File: config.mk
export PLATFORM = sky130hd
export DESIGN_NAME = ball_collision_det_flat
export DESIGN_NICKNAME = d
export VERILOG_FILES = /design/src/rtl/ball_collision_det_pkg.sv /design/src/rtl/ball_collision_det_if.sv /design/src/rtl/ball_collision_det_brick_hit.sv /design/src/rtl/ball_collision_det.sv /design/src/flat_wrapper.sv
export SDC_FILE = /design/constraint.sdc
export NUM_CORES = 1
export LEC_CHECK = 0
export CORE_UTILIZATION = 55
export CTS_BUF_LIST = sky130_fd_sc_hd__clkbuf_8 sky130_fd_sc_hd__clkbuf_16
export DETAILED_ROUTE_END_ITERATION = 6
export HOLD_SLACK_MARGIN = 0.08
export PLACE_DENSITY = 0.8
export SLEW_MARGIN = 20
export SYNTH_ARGS = -nofsm -noshare
export SYNTH_HDL_FRONTEND = slang
export SYNTH_SLANG_ARGS = --single-unit
File: constraint.sdc
create_clock -name pclk -period 6.8 [get_ports pclk]
set_input_delay 1.36 -clock pclk [delete_from_list [all_inputs] [get_ports pclk]]
set_output_delay 1.36 -clock pclk [all_outputs]
set_load 0.05 [all_outputs]
File: src/rtl/ball_collision_det_pkg.sv
// Shared ball-game definitions: brick-grid geometry defaults and the
// collision-scan FSM encoding.
package ball_game_pkg;

  localparam int DEF_BALL_R  = 10;
  localparam int DEF_BRICK_W = 128;
  localparam int DEF_BRICK_H = 32;
  localparam int DEF_GRID_X0 = 0;
  localparam int DEF_GRID_Y0 = 64;
  localparam int DEF_COLS    = 8;
  localparam int NUM_BRICKS  = 16;
  localparam int IDX_W       = 4;
  localparam int POS_W       = 12;

  localparam logic [1:0] ST_IDLE = 2'd0;
  localparam logic [1:0] ST_SCAN = 2'd1;
  localparam logic [1:0] ST_DONE = 2'd2;

  typedef enum logic [1:0] {
    IDLE = ST_IDLE,
    SCAN = ST_SCAN,
    DONE = ST_DONE
  } state_e;

endpackage

File: src/rtl/ball_collision_det_if.sv
// Scan request / result bundle between the ball position logic (master)
// and the collision detector (slave).
interface ball_collision_det_if;
  import ball_game_pkg::*;

  // scan_start is a one-cycle request honoured only while busy is low;
  // det_valid pulses for one cycle when collision_det takes a new value.
  logic                  scan_start;
  logic [POS_W-1:0]      x_pos;
  logic [POS_W-1:0]      y_pos;
  logic [NUM_BRICKS-1:0] brick_alive;
  logic [NUM_BRICKS-1:0] collision_det;
  logic                  det_valid;
  logic                  busy;
  state_e                dbg_state;

  modport master (
    output scan_start, x_pos, y_pos, brick_alive,
    input  collision_det, det_valid, busy, dbg_state
  );

  modport slave (
    input  scan_start, x_pos, y_pos, brick_alive,
    output collision_det, det_valid, busy, dbg_state
  );

endinterface

File: src/rtl/ball_collision_det_brick_hit.sv
// Combinational ball-vs-brick bounding-box test for one brick index.
// Compares in 13 bits with the radius added on both sides, so no subtraction.
module brick_hit
  import ball_game_pkg::*;
#(
  parameter int BALL_R  = DEF_BALL_R,
  parameter int BRICK_W = DEF_BRICK_W,
  parameter int BRICK_H = DEF_BRICK_H,
  parameter int GRID_X0 = DEF_GRID_X0,
  parameter int GRID_Y0 = DEF_GRID_Y0,
  parameter int COLS    = DEF_COLS
) (
  input  logic [POS_W-1:0] x_i,
  input  logic [POS_W-1:0] y_i,
  input  logic [IDX_W-1:0] idx_i,
  input  logic             alive_i,
  output logic             hit_o
);

  logic [12:0] x_ext, y_ext, r;
  logic [12:0] x0, x1, y0, y1;

  assign x_ext = {1'b0, x_i};
  assign y_ext = {1'b0, y_i};
  assign r     = 13'(BALL_R);

  assign x0 = 13'(GRID_X0 + (int'(idx_i) % COLS) * BRICK_W);
  assign x1 = 13'(GRID_X0 + (int'(idx_i) % COLS) * BRICK_W + BRICK_W - 1);
  assign y0 = 13'(GRID_Y0 + (int'(idx_i) / COLS) * BRICK_H);
  assign y1 = 13'(GRID_Y0 + (int'(idx_i) / COLS) * BRICK_H + BRICK_H - 1);

  assign hit_o = alive_i
               & (x_ext + r >= x0) & (x_ext <= x1 + r)
               & (y_ext + r >= y0) & (y_ext <= y1 + r);

endmodule

File: src/rtl/ball_collision_det.sv
// Sequential collision detector: latches the ball on scan_start, tests one
// brick per clock, then publishes a 16-bit hit vector held until the next scan.
module ball_collision_det
  import ball_game_pkg::*;
#(
  parameter int BALL_R  = DEF_BALL_R,
  parameter int BRICK_W = DEF_BRICK_W,
  parameter int BRICK_H = DEF_BRICK_H,
  parameter int GRID_X0 = DEF_GRID_X0,
  parameter int GRID_Y0 = DEF_GRID_Y0,
  parameter int COLS    = DEF_COLS
) (
  input  logic           pclk,
  input  logic           reset,
  ball_collision_det_if.slave bus
);

  state_e                state_q, state_d;
  logic [IDX_W-1:0]      idx_q, idx_d;
  logic [POS_W-1:0]      x_q, x_d, y_q, y_d;
  logic [NUM_BRICKS-1:0] alive_q, alive_d;
  logic [NUM_BRICKS-1:0] acc_q, acc_d;
  logic [NUM_BRICKS-1:0] det_q, det_d;
  logic                  valid_q, valid_d;
  logic                  hit;

  brick_hit #(
    .BALL_R (BALL_R),
    .BRICK_W(BRICK_W),
    .BRICK_H(BRICK_H),
    .GRID_X0(GRID_X0),
    .GRID_Y0(GRID_Y0),
    .COLS   (COLS)
  ) u_brick_hit (
    .x_i    (x_q),
    .y_i    (y_q),
    .idx_i  (idx_q),
    .alive_i(alive_q[idx_q]),
    .hit_o  (hit)
  );

  always_ff @(posedge pclk or posedge reset) begin
    if (reset) begin
      state_q <= IDLE;
      idx_q   <= '0;
      x_q     <= '0;
      y_q     <= '0;
      alive_q <= '0;
      acc_q   <= '0;
      det_q   <= '0;
      valid_q <= 1'b0;
    end else begin
      state_q <= state_d;
      idx_q   <= idx_d;
      x_q     <= x_d;
      y_q     <= y_d;
      alive_q <= alive_d;
      acc_q   <= acc_d;
      det_q   <= det_d;
      valid_q <= valid_d;
    end
  end

  always_comb begin
    state_d = state_q;
    idx_d   = idx_q;
    x_d     = x_q;
    y_d     = y_q;
    alive_d = alive_q;
    acc_d   = acc_q;
    det_d   = det_q;
    valid_d = 1'b0;
    unique case (state_q)
      IDLE: begin
        if (bus.scan_start) begin
          state_d = SCAN;
          x_d     = bus.x_pos;
          y_d     = bus.y_pos;
          alive_d = bus.brick_alive;
          acc_d   = '0;
          idx_d   = '0;
        end
      end
      SCAN: begin
        acc_d[idx_q] = hit;
        idx_d        = idx_q + 1'b1;
        if (idx_q == IDX_W'(NUM_BRICKS - 1)) state_d = DONE;
      end
      DONE: begin
        det_d   = acc_q;
        valid_d = 1'b1;
        state_d = IDLE;
      end
      default: state_d = IDLE;
    endcase
  end

  assign bus.collision_det = det_q;
  assign bus.det_valid     = valid_q;
  assign bus.busy          = (state_q != IDLE);
  assign bus.dbg_state     = state_q;

endmodule

File: src/flat_wrapper.sv
// flat-port wrapper written by rule: the top's interface ports become plain ports
module ball_collision_det_flat import ball_game_pkg::*;
#(
  parameter int BALL_R  = DEF_BALL_R,
  parameter int BRICK_W = DEF_BRICK_W,
  parameter int BRICK_H = DEF_BRICK_H,
  parameter int GRID_X0 = DEF_GRID_X0,
  parameter int GRID_Y0 = DEF_GRID_Y0,
  parameter int COLS    = DEF_COLS
)
  (pclk, reset, bus_scan_start, bus_x_pos, bus_y_pos, bus_brick_alive, bus_collision_det, bus_det_valid, bus_busy, bus_dbg_state);
  ball_collision_det_if bus_i ();
  input  logic pclk;
  input  logic reset;
  input wire logic [$bits(bus_i.scan_start)-1:0] bus_scan_start;
  input wire logic [$bits(bus_i.x_pos)-1:0] bus_x_pos;
  input wire logic [$bits(bus_i.y_pos)-1:0] bus_y_pos;
  input wire logic [$bits(bus_i.brick_alive)-1:0] bus_brick_alive;
  output wire logic [$bits(bus_i.collision_det)-1:0] bus_collision_det;
  output wire logic [$bits(bus_i.det_valid)-1:0] bus_det_valid;
  output wire logic [$bits(bus_i.busy)-1:0] bus_busy;
  output wire logic [$bits(bus_i.dbg_state)-1:0] bus_dbg_state;
  assign bus_i.scan_start = bus_scan_start;
  assign bus_i.x_pos = bus_x_pos;
  assign bus_i.y_pos = bus_y_pos;
  assign bus_i.brick_alive = bus_brick_alive;
  assign bus_collision_det = bus_i.collision_det;
  assign bus_det_valid = bus_i.det_valid;
  assign bus_busy = bus_i.busy;
  assign bus_dbg_state = bus_i.dbg_state;
  ball_collision_det #(.BALL_R(BALL_R), .BRICK_W(BRICK_W), .BRICK_H(BRICK_H), .GRID_X0(GRID_X0), .GRID_Y0(GRID_Y0), .COLS(COLS)) u_core (.pclk(pclk), .reset(reset), .bus(bus_i));
endmodule
Word-level counts from Yosys, hierarchy flattened --
Cells that the tools add are included.
Storage, ports and cells: logic and storage cells 53, bits in registers 79
Cells by class: bitwise logic cells 4, multiplexer cells 13, eq/ne operators 5, reduce and logical (&&, ||, !) cells 7, $lt $le $gt $ge 6, $add $sub $neg 10
Operators with widths (count):
- 16-bit one-hot mux with 2 select lines | 1
- 12-bit by 4-bit adder with 13-bit output, second input constant | 2
- 12-bit by 13-bit less-or-equal comparator with 1-bit output | 2
- 16-bit bitwise mux | 1
- 16-bit 2-to-1 mux | 1
- 12-bit by 5-bit adder with 13-bit output, second input constant | 1
- 13-bit by 10-bit greater-or-equal comparator with 1-bit output | 1
- 13-bit by 8-bit greater-or-equal comparator with 1-bit output | 1
- 11-bit by 1-bit subtractor with 12-bit output, second input constant | 1
- 10-bit by 5-bit adder with 11-bit output, second input constant | 1
- 10-bit by 8-bit adder with 11-bit output, second input constant | 1
- 9-bit by 1-bit subtractor with 10-bit output, second input constant | 1
- 8-bit by 6-bit adder with 9-bit output, second input constant | 1
- 7-bit by 6-bit adder with 8-bit output, first input constant | 1
- 4-bit one-hot mux with 2 select lines | 1
- 2-bit AND reduction | 3
- 4-bit by 5-bit less-than comparator with 1-bit output, second input constant | 1
- 4-bit by 1-bit adder with 4-bit output, second input constant | 1
- 1-bit AND | 4
- 1-bit binary-select mux with 4-bit select | 1
- 1-bit demux with 4-bit select | 1
- 4-bit equality test, second input constant | 1
- 4-bit by 1-bit greater-or-equal comparator with 1-bit output, second input constant | 1
- 2-bit 2-to-1 mux | 2
- other kinds (10) | 13

Logic depth before layout (Yosys ltp) --
depth in word-level cells 9, mapped depth 12, mapped depth without buffers 10

Hierarchy --
A second synthesis with hierarchy kept.
Unflattened totals: cells, all modules 415, area, all modules 4077.7 µm²
By module, submodules not included:
- ball_collision_det | cells each 314, sequential area each 1976.9 µm², times used 1, area each 3326.9 µm²
- brick_hit | cells each 101, sequential area each 0.0 µm², times used 1, area each 750.7 µm²

Least setup slack after synthesis --
OpenSTA, ideal clock, no wires.
path type flip-flop to flip-flop, from register u_core.y_q[1], to register u_core.acc_q[0], period minus slack after synthesis 2625 ps, buffers on the path 1, setup slack 4175 ps, stages on the path, launching flop included 12, data arrival time 2521 ps, library setup time 104 ps, data required time 6696 ps, cell sequence dfrtp_1 -> ha_1 -> o21ai_0 -> xor2_1 -> ha_1 -> nand2_1 -> o41ai_1 -> o21ai_1 -> nor4_2 -> nor3_4 -> buf_4 -> o41ai_2
Between the ends: longest elaborated chain between the ends 6
RTL lines:
- start: declaration | RTL line ball_collision_det.sv:20 | logic [POS_W-1:0] x_q, x_d, y_q, y_d;
- start signal: assignment | RTL line ball_collision_det.sv:56 | y_q <= y_d;
- 12-bit by 4-bit adder with 13-bit output | RTL line ball_collision_det_brick_hit.sv:34 | & (y_ext + r >= y0) & (y_ext <= y1 + r);
- 13-bit by 8-bit greater-or-equal comparator with 1-bit output | RTL line ball_collision_det_brick_hit.sv:34
- 1-bit AND | RTL line ball_collision_det_brick_hit.sv:34
- 1-bit AND (*) | RTL line ball_collision_det_brick_hit.sv:34
- 16-bit bitwise mux (*) | RTL line ball_collision_det.sv:85 | acc_d[idx_q] = hit;
- 16-bit one-hot mux with 2 select lines (*) | RTL line ball_collision_det.sv:73 | unique case (state_q)
- end signal: assignment | RTL line ball_collision_det.sv:49 | acc_q <= '0;
- end signal: assignment | RTL line ball_collision_det.sv:58 | acc_q <= acc_d;
- end: declaration | RTL line ball_collision_det.sv:22 | logic [NUM_BRICKS-1:0] acc_q, acc_d;
Mark *: on every way between the ends. The rest lies on a longest branch, timed or not. A chain may end at the register's enable or synchronous reset.

Final worst setup path --
from register u_core.state_q[1] (netlist: u_core.bus.dbg_state[1]), to output port bus_busy
Between the ends: longest elaborated chain between the ends 1
RTL lines:
- start: declaration | RTL line ball_collision_det.sv:18 | state_e state_q, state_d;
- start signal: assignment | RTL line ball_collision_det.sv:53 | state_q <= state_d;
- 2-bit nonzero test | RTL line ball_collision_det.sv:100 | assign bus.busy = (state_q != IDLE);
- end: declaration | RTL line flat_wrapper.sv:21 | output wire logic [$bits(bus_i.busy)-1:0] bus_busy;
Every way passes these cells.

==> flow_metrics.py <==
metrics = {
    "timing": {
        "relSlewSlack_pct": 35.5,
        "fmax_mhz": 323,
        "tightest_slew_ps": 968,
        "slew_violations": 0,
        "setup_viol": 0,
        "rsz0062_at_grt": "no",
        "fin_setup_tns_ps": 0,
        "fin_skew_ps": 12.9,
        "period_share_pct": 45.5,
        "hold_violations": 0,
        "period_needed_ps": 3090,
    },
    "final_layout": {
        "area_growth_pct": 21.5,
        "fin_util_pct": 68.9,
        "diodes": 0,
        "drive_gt1_share_pct": 11.4,
        "layout.nets": 539,
        "final_cells": 581,
    },
    "clock_network": {
        "holdBufCountCts": 0,
        "cts_max_path_buffers": 2,
        "cts_resized": 0,
        "insertion_delay_ps": 360,
        "cts_made_buffers": 9,
        "path_clk_slew_ps": 80,
        "clock-sinks": 79,
        "htreeDepth": 3,
        "cts_setup_buffers": 0,
        "tritoncts": "done",
        "cts_root_buf": "clkbuf_8",
    },
    "drt": {
        "post_drt_wl_per_cell_um": 15.2,
        "ant_nets": 0,
        "via_per_inst": 5.69,
        "vias": 3305,
        "post-route-drc-count": 0,
        "wl_um": 8850,
        "drtIter0Drc": 235,
        "first_pass_iters": 5,
    },
    "synthesis": {
        "synth_edf_count": 0,
        "yosysWarnings": 0,
        "seq_area_frac_synth_pct": 48.0,
        "synth_top_area_share_pct": 48.0,
        "dominantRegCellSynth": "dfrtp_1",
        "netlist_area_um2": 4120,
        "async_flop_share_pct": 100,
        "ys_top_cells_by_area": "dfrtp_1 48%, nand2_1 11%, ha_1 5.8%, nand3_1 4.4%, mux2_2 4.4%",
        "avgSynthCellArea_um2": 9.71,
        "postSynthCellCount": 424,
        "post_synth_num_cell_types": 49,
        "synth-seq-cells": 79,
        "syn_nets": 486,
        "synth_top_area_cell": "dfrtp_1",
    },
    "grt": {
        "antenna_found_initial": 0,
        "grt_max_degree": 80,
        "grt_pass1_wl_um": 14900,
        "grtUsageTotal_pct": 25.0,
        "grt_overflow": 0,
        "grt_pass1_vias": 3128,
    },
    "critical_path": {
        "cp_slowest_stage_delay_ps": 780,
        "worstSetupStartpoint": "u_core.bus.dbg_state[1]",
        "cp.arrival_ps": 1730,
        "worstPathCellList": "nor2_1 > inv_1 > clkdlybuf4s50_1",
        "cp-start-kind": "register",
        "cp-end-kind": "output port",
        "crit_type": "reg2out",
        "required_ps": 5440,
        "reg2reg_from": "u_core.x_q[2]",
        "worst_path_max_delay_cell": "clkdlybuf4s50_1",
        "crit_fanout": 5,
        "rr_worst_depth": 9,
    },
    "floorplan": {
        "start_util_pct": 56.8,
        "die_h_um": 88.5,
        "coreArea_um2": 7250,
        "fp.dieW_um": 88.5,
        "num_io_pins": 63,
        "dieArea_um2": 7840,
        "rows": 31,
    },
    "hold_path": {
        "hold_path_class": "reg2reg",
        "whs_path_depth": 2,
        "min_from": "u_core.alive_q[10]",
    },
    "power_and_ir_drop": {
        "total_power_mw": 2.08,
        "pwr_density_cell_nw_per_um2": 417,
        "max-vdd-ir-drop_v": 0.000182,
        "p_leak_nw": 2.31,
    },
    "outcome": {
        "outcome": "finished clean",
    },
    "place": {
        "numPortBuffers": 62,
        "hpwlAfterDp_um": 6130,
        "gp_congestion": 0.860,
        "placed_cells": 565,
    },
    "flow_run": {
        "cap_violations": 0,
    },
}
==> report_power, final <==
part           total [mW]  internal, mW  switching [mW]  leakage, nW
Clock               0.386         0.207           0.179        0.107
Sequential          0.817         0.619           0.197         1.00
Combinational       0.881         0.348           0.533         1.20
Total                2.08          1.18           0.909         2.31
==> routing by layer <==
layer / up-vias / share of wire [%] / track usage (%)
met5: - / 0 / 0
met4: 0 / 2.1 / 10.4
met3: 19 / 4.7 / 5.13
met2: 107 / 49 / 40.2
met1: 1593 / 44 / 33.2
li1: 1586 / - / -
==> cell usage after synthesis (all sizes together), types with 6 or more instances <==
| master | number |
|---|---|
| mux2 | 16 |
| nand2 | 125 |
| dfrtp | 79 |
| nor3 | 6 |
| clkbuf | 12 |
| buf | 12 |
| o41ai | 17 |
| o21ai | 14 |
| ha | 19 |
| nor2 | 10 |
| nand3 | 36 |
| nand4 | 8 |
| inv | 15 |
| a21oi | 6 |
==> per-stage QoR <==
stage / setup slack (ps) / hold slack (ps) / cell area, um^2
after global routing: 3410 / 499 / 5000
after floorplan: 3420 / 440 / 4120
after CTS: 3680 / 478 / 5000
after global placement: 3920 / 453 / 4780
after detailed placement: 3780 / 459 / 4780
final: 3710 / 472 / 5000
==> placed cells by master (no fill, tap or decap), types with 10 or more instances in the layout <==
master / netlist / layout
nand2_1: 125 / 125
dfrtp_1: 79 / 79
clkdlybuf4s50_1: 0 / 62
nand3_1: 36 / 36
ha_1: 19 / 19
mux2_2: 16 / 16
inv_1: 14 / 14
o21ai_0: 13 / 13
nor2_1: 10 / 10
o41ai_2: 10 / 10
==> final cells by class <==
class                      instances  area (um^2)
tap                               99          124
fill                             561         2250
clock buffer                       9          124
multi-input combinational        306         1970
sequential                        79         1980
inverter                          15         56.3
timing repair buffer              66          651
clock inverter                     7         96.3
==> path summary, 6_finish.rpt <==
kind,to,slack (ps)
worst max-delay path,bus_busy,3710
worst min-delay path,u_core.alive_q[10],470
worst max register to register,u_core.acc_q[15],3710
worst min register to register,u_core.alive_q[10],470
min in group asynchronous,u_core.bus.collision_det[10],1630
max in group asynchronous,u_core.alive_q[13],4560
==> registers in the layout, summed over array words and instances, names as in the netlist <==
name / flops
u_core.x_q: 12
u_core.bus.collision_det: 16
u_core.y_q: 12
u_core.bus.det_valid: 1
u_core.idx_q: 4
u_core.bus.dbg_state: 2
u_core.alive_q: 16
u_core.acc_q: 16
==> cell families (layout without fill, tap and decap cells) <==
| group | count (synthesis) | in the layout | synth area share, % |
|---|---|---|---|
| XOR/XNOR | 7 | 7 | 1.49 |
| AND/OR/NAND/NOR | 204 | 204 | 22.2 |
| AO/OA/AOI/OAI | 53 | 53 | 11.5 |
| adder cells (fa/ha/maj) | 19 | 19 | 5.77 |
| buffers and inverters | 39 | 97 | 4.07 |
| multiplexers | 23 | 23 | 6.99 |
| flip-flops | 79 | 79 | 48.0 |
==> worst max-delay path: cells and delay by family (launching register included) <==
kind                   cells  cell delay, ps
buffers and inverters      2             830
flip-flops                 1             450
AND/OR/NAND/NOR            1              90
(Power assumes the default switching activity.)
==> patch 1 (same settings) <==
Change the package constant `IDX_W` from 4 to 2.
--- a/src/rtl/ball_collision_det_pkg.sv
+++ b/src/rtl/ball_collision_det_pkg.sv
@@ -11,3 +11,3 @@
   localparam int NUM_BRICKS  = 16;
-  localparam int IDX_W       = 4;
+  localparam int IDX_W       = 2;
   localparam int POS_W       = 12;
Behaviour: not the same (Yosys sat finds a counterexample within 10 cycles, from zero or initial values and one cycle with reset high).
==> patch 1 against the unedited design <==
- die area is 47% lower
- hold slack better by 5.9 ps
- synthesized area is 47% lower
- combinational power is 48% lower
- clock skew is 6.3 ps lower
- critical path type unchanged
- core utilization is 0.71 points higher
- sequential share of layout area is 0.86 points lower
- setup slack better by 28 ps
- wire length is 56% lower
- largest cell class is now multi-input gates
- cell count is 44% lower
- cell area is 48% lower
- power is 50% lower
- clock power is 62% lower
- sequential cell count is 39 lower
==> patch 1: results (changes against the unedited design) <==
Synth
  • Netlist cell types: 41 (-16%)
  • Post-synthesis sequential area ratio: 46.3% (-1.7 points)
  • Ranking of synthesized cells by area: dfrtp_1 (46%), nand2_1 (15%), ha_1 (6.9%)

Detailed routing
  • 1st-iter DRT viols: 79 (-66%)
  • Drt pass-1 iters: 4 (-1)
  • DRT Wirelength: 3.85 mm (-56%)

Worst setup path
  • CP Data Arrival Time: 1710 ps (-20 ps)
  • Worst R2R End: u_core.acc_q[0]
  • FF-to-FF Start: u_core.idx_q[0]
  • Crit. Startpoint: u_core.bus.dbg_state[0]
  • Crit-path max FO: 6 (+1)
  • R2R Setup Slk: 4000 ps (+290 ps)

Placement
  • Port Buffers: 37 (-40%)
  • HPWL Detailed: 2.83 mm (-54%)
  • Final RePlAce weighted congestion: 0.814 (-5.4%)

Finish
  • Ratio of cells with drive above 1 in the final layout: 6.47% (-4.9 points)

Min path
  • Endpoint, Worst Hold: u_core.alive_q[2]
  • Hold Path Origin: u_core.alive_q[2]

Power and ir drop
  • Leak pwr: 1.26 nW (-46%)
  • Peak supply drop: 0.000191 V (+5.1%)

Status
  • Status: finished clean

GRT
  • Overall Global Routing Usage: 22.4% (-2.6 points)
  • First-pass GRT wire length: 7.08 mm (-52%)
  • Pin count of the biggest net entering global routing: 41 (-49%)

Timing
  • Layout Skew: 6.61 ps (-6.31 ps)

Clock network
  • Clock latency on the worst-skew pair: 290 ps (-70 ps)
## patch 1: cell count changes in the layout (fill, tap and decap cells not counted), sizes merged, moves of 12 or more
cell           unedited run  this run
conb                      0        12
clkdlybuf4s50            62        37
nand2                   125        89
o41ai                    17         0
dfrtp                    79        40
nand3                    36         7
## patch 1: layout make-up
class	count	area (um2)
sequential	40	1000
timing repair buffer	38	378
clock inverter	2	12.5
fill	309	1130
inverter	10	37.5
multi-input combinational	183	1030
clock buffer	5	68.8
tap	48	60.1
## patch 1: logic make-up (layout without fill, tap and decap cells)
group | Yosys count | count (layout) | synth area share (%)
mux | 8 | 8 | 4.57
simple gates | 124 | 124 | 25.2
fa+ha+maj | 12 | 12 | 6.94
flops | 40 | 40 | 46.3
xor+xnor | 3 | 3 | 1.22
other cells | 1 | 12 | 0.173
buf+inv | 30 | 55 | 7.93
compound gates | 24 | 24 | 7.70
## patch 1: critical path: stages, from the launching register on
cell             delay [ps]
dfrtp_1                 460
nor2_1                  100
inv_1                    70
clkdlybuf4s50_1         790
## patch 1: worst max-delay path by stage
stage | to | cells after the start | slack (ps)
final | bus_busy | 3 | 3730
after CTS | bus_busy | 3 | 3720
after global placement | u_core.x_q[1] | 3 | 3810
after global routing | bus_busy | 3 | 3620
after detailed placement | u_core.x_q[2] | 3 | 3720
after floorplan | bus_busy | 2 | 4310
## patch 1: per-stage QoR
step / area, um2 / hold WS, ps / worst slack, ps / power [W]
floorplan: 2200 / 436 / 4310 / 0.000779
global placement: 2510 / 452 / 3810 / 0.000878
detailed placement: 2510 / 460 / 3720 / 0.000896
CTS: 2590 / 479 / 3720 / 0.00105
global route: 2590 / 502 / 3620 / 0.00114
finish: 2590 / 478 / 3730 / 0.00104
## patch 1: per-layer routing
metal	wire length [um]	track usage, %
met1	1780	29.1
met2	1910	35.4
met3	136	5.99
met4	27	8.61
met5	0	0
## patch 1: power by group
group          internal (W)  switching, W  leakage, nW  total, W
Clock             0.0000694     0.0000781       0.0400  0.000147
Combinational      0.000186      0.000275        0.704  0.000462
Sequential         0.000330      0.000101        0.511  0.000431
Total              0.000586      0.000454         1.26   0.00104
==> patch 2 (same settings) <==
Without the edit above. Reset style: synchronous (`reset`), changed in one clocked block.
--- a/src/rtl/ball_collision_det.sv
+++ b/src/rtl/ball_collision_det.sv
@@ -41,3 +41,3 @@
 
-  always_ff @(posedge pclk or posedge reset) begin
+  always_ff @(posedge pclk) begin
     if (reset) begin
Check against the original RTL: differs if reset is asserted again (counterexample within 4 cycles, from zero or initial values and one cycle with reset high); with reset held inactive, the same outputs for 10 cycles.
==> patch 2 against the unedited design <==
- hold slack worse by 19 ps
- non-clock buffer count shrank 2
- synthesized area decreased by 5.7%
- sequential cell count is the same
- cell area shrank 5.4%
- setup slack lost 83 ps
- global-route usage shrank 0.066 points
- wire length decreased by 2.0%
- clock skew down 6.6 ps
- synthesized cell count rose by 14%
- via count grew 6.3%
- maximum frequency shrank 2.6%
- largest cell class is now multi-input gates
Power is not compared: it rests on default switching activity, and its combinational part moved more than twofold at a synthesized area within 25%.
==> patch 2: results (changes against the unedited design) <==
Worst setup path
  • Reg2reg path depth: 8 (-1)
  • Setup Crit Path Kind: flop to flop
  • Slowest cell on crit path: dfxtp_1
  • Worst path max stage delay: 650 ps (-130 ps)
  • FF-to-FF Start: u_core.idx_q[3]
  • Crit path to: u_core.acc_q[12]
  • R2R Setup Slk: 3620 ps (-80 ps)
  • Crit-path max FO: 15 (+10)

Timing
  • Worst slew pin tran: 1020 ps (+49.6 ps)
  • Layout Skew: 6.29 ps (-6.63 ps)
  • Tcrit/Tclk final: 46.7% (+1.2 points)

GRT
  • Met2 Usage GRT: 41.3% (+1.1 points)
  • Met1 Resource Use GR: 31.8% (-1.4 points)
  • Pin count of the biggest net entering global routing: 66 (-18%)
  • First-pass GRT wire length: 14.8 mm (-0.65%)
  • Initial antenna violation count: 0 (unchanged)
  • GR Util met3: 3.85% (-1.3 points)
  • Number of global-route vias before repair: 3231 (+3.3%)
  • Overall Global Routing Usage: 24.9% (-0.066 points)

Synth
  • Compound-Gate Fraction of Synth Area: 21.0% (+9.6 points)
  • Ys async rst share: 0% (-100 points)
  • Syn Nets: 544 (+12%)
  • Netlist cell types: 52 (+6.1%)
  • Ranking of synthesized cells by area: dfxtp_1 (41%), nand2_1 (12%), a21oi_1 (8.4%)
  • Post-synth top cells: nand2_1 (124), dfxtp_1 (79), a21oi_1 (65)
  • Synth Flop Type: dfxtp_1
  • Synth Area in Adders: 6.12% (+0.35 points)
  • Mux contribution to synthesized area: 2.61% (-4.4 points)
  • Post-Synth XOR/XNOR Area: 1.35% (-0.14 points)
  • Post-synthesis sequential area ratio: 40.7% (-7.3 points)

Placement
  • Area post-placement: 4500 um2 (-5.9%)
  • Final RePlAce weighted congestion: 0.812 (-5.6%)
  • HPWL Detailed: 5.95 mm (-3.1%)
  • Place WS: 3400 ps (-375 ps)

Finish
  • NumNets Final: 589 (+9.3%)
  • Diode count: 0 (unchanged)
  • Ratio of cells with drive above 1 in the final layout: 8.27% (-3.1 points)
  • Filler cell count in the final layout: 601 (+7.1%)

Detailed routing
  • 1st-iter DRT viols: 243 (+3.4%)
  • Met2 Wirelength: 4.28 mm (-0.93%)
  • Routed wl met3: 174 um (-59%)
  • Met1 wire length: 4.03 mm (+2.9%)
  • Max Used Layer: met4
  • Wire per inst: 13.8 um (-9.4%)
  • Drt pass-1 iters: 4 (-1)
  • DR vias: 3513 (+6.3%)

Status
  • Status: finished clean

Power and ir drop
  • Peak supply drop: 0.000122 V
  • Net Switching: roughly 0.00027 W
  • Internal power: roughly 0.00076 W
  • Seq pwr share: 48.2%

Clock network
  • Total CTS buffers: 9 (unchanged)
  • CTS root buf: clkbuf_8
  • # H-tree levels: 3 (unchanged)
  • Reg clk slew, reported paths: 80 ps (about the same)
  • Total setup buffers inserted after CTS: 0 (unchanged)

Min path
  • Hold Path Origin: u_core.bus.collision_det[7]
  • Endpoint, Worst Hold: u_core.bus.collision_det[7]
  • WHS Path Cells: 2 (unchanged)
patch 2: changes by cell type after synthesis, moves of 12 or more:
cell / unedited run / this run
a21oi_1: 6 / 65
nor2_1: 10 / 28
o311ai_0: 0 / 12
mux2_2: 16 / 1
dfrtp_1: 79 / 0
dfxtp_1: 0 / 79
patch 2: area by class of cell:
cell class,count,share of cell area [%]
flip-flops and latches,79,33.4
multi-input cells,360,44.8
clock buffers,10,2.91
well taps,96,2.54
clock inverters,6,1.96
repair buffers,64,13.4
inverters,13,1.03
patch 2: critical path: cells and delay by family, from the launching register on:
kind | cells | cell delay (ps)
buf+inv | 1 | 410
fa+ha+maj | 1 | 420
flops | 1 | 650
compound gates | 3 | 1130
simple gates | 3 | 480
patch 2: per-stage QoR:
stage	instances	utilization, %	hold WS, ps
detailed placement	612	66.2	443
finish	628	69.7	453
global route	628	69.7	477
global placement	612	66.2	440
floorplan	482	-	429
CTS	628	69.6	451
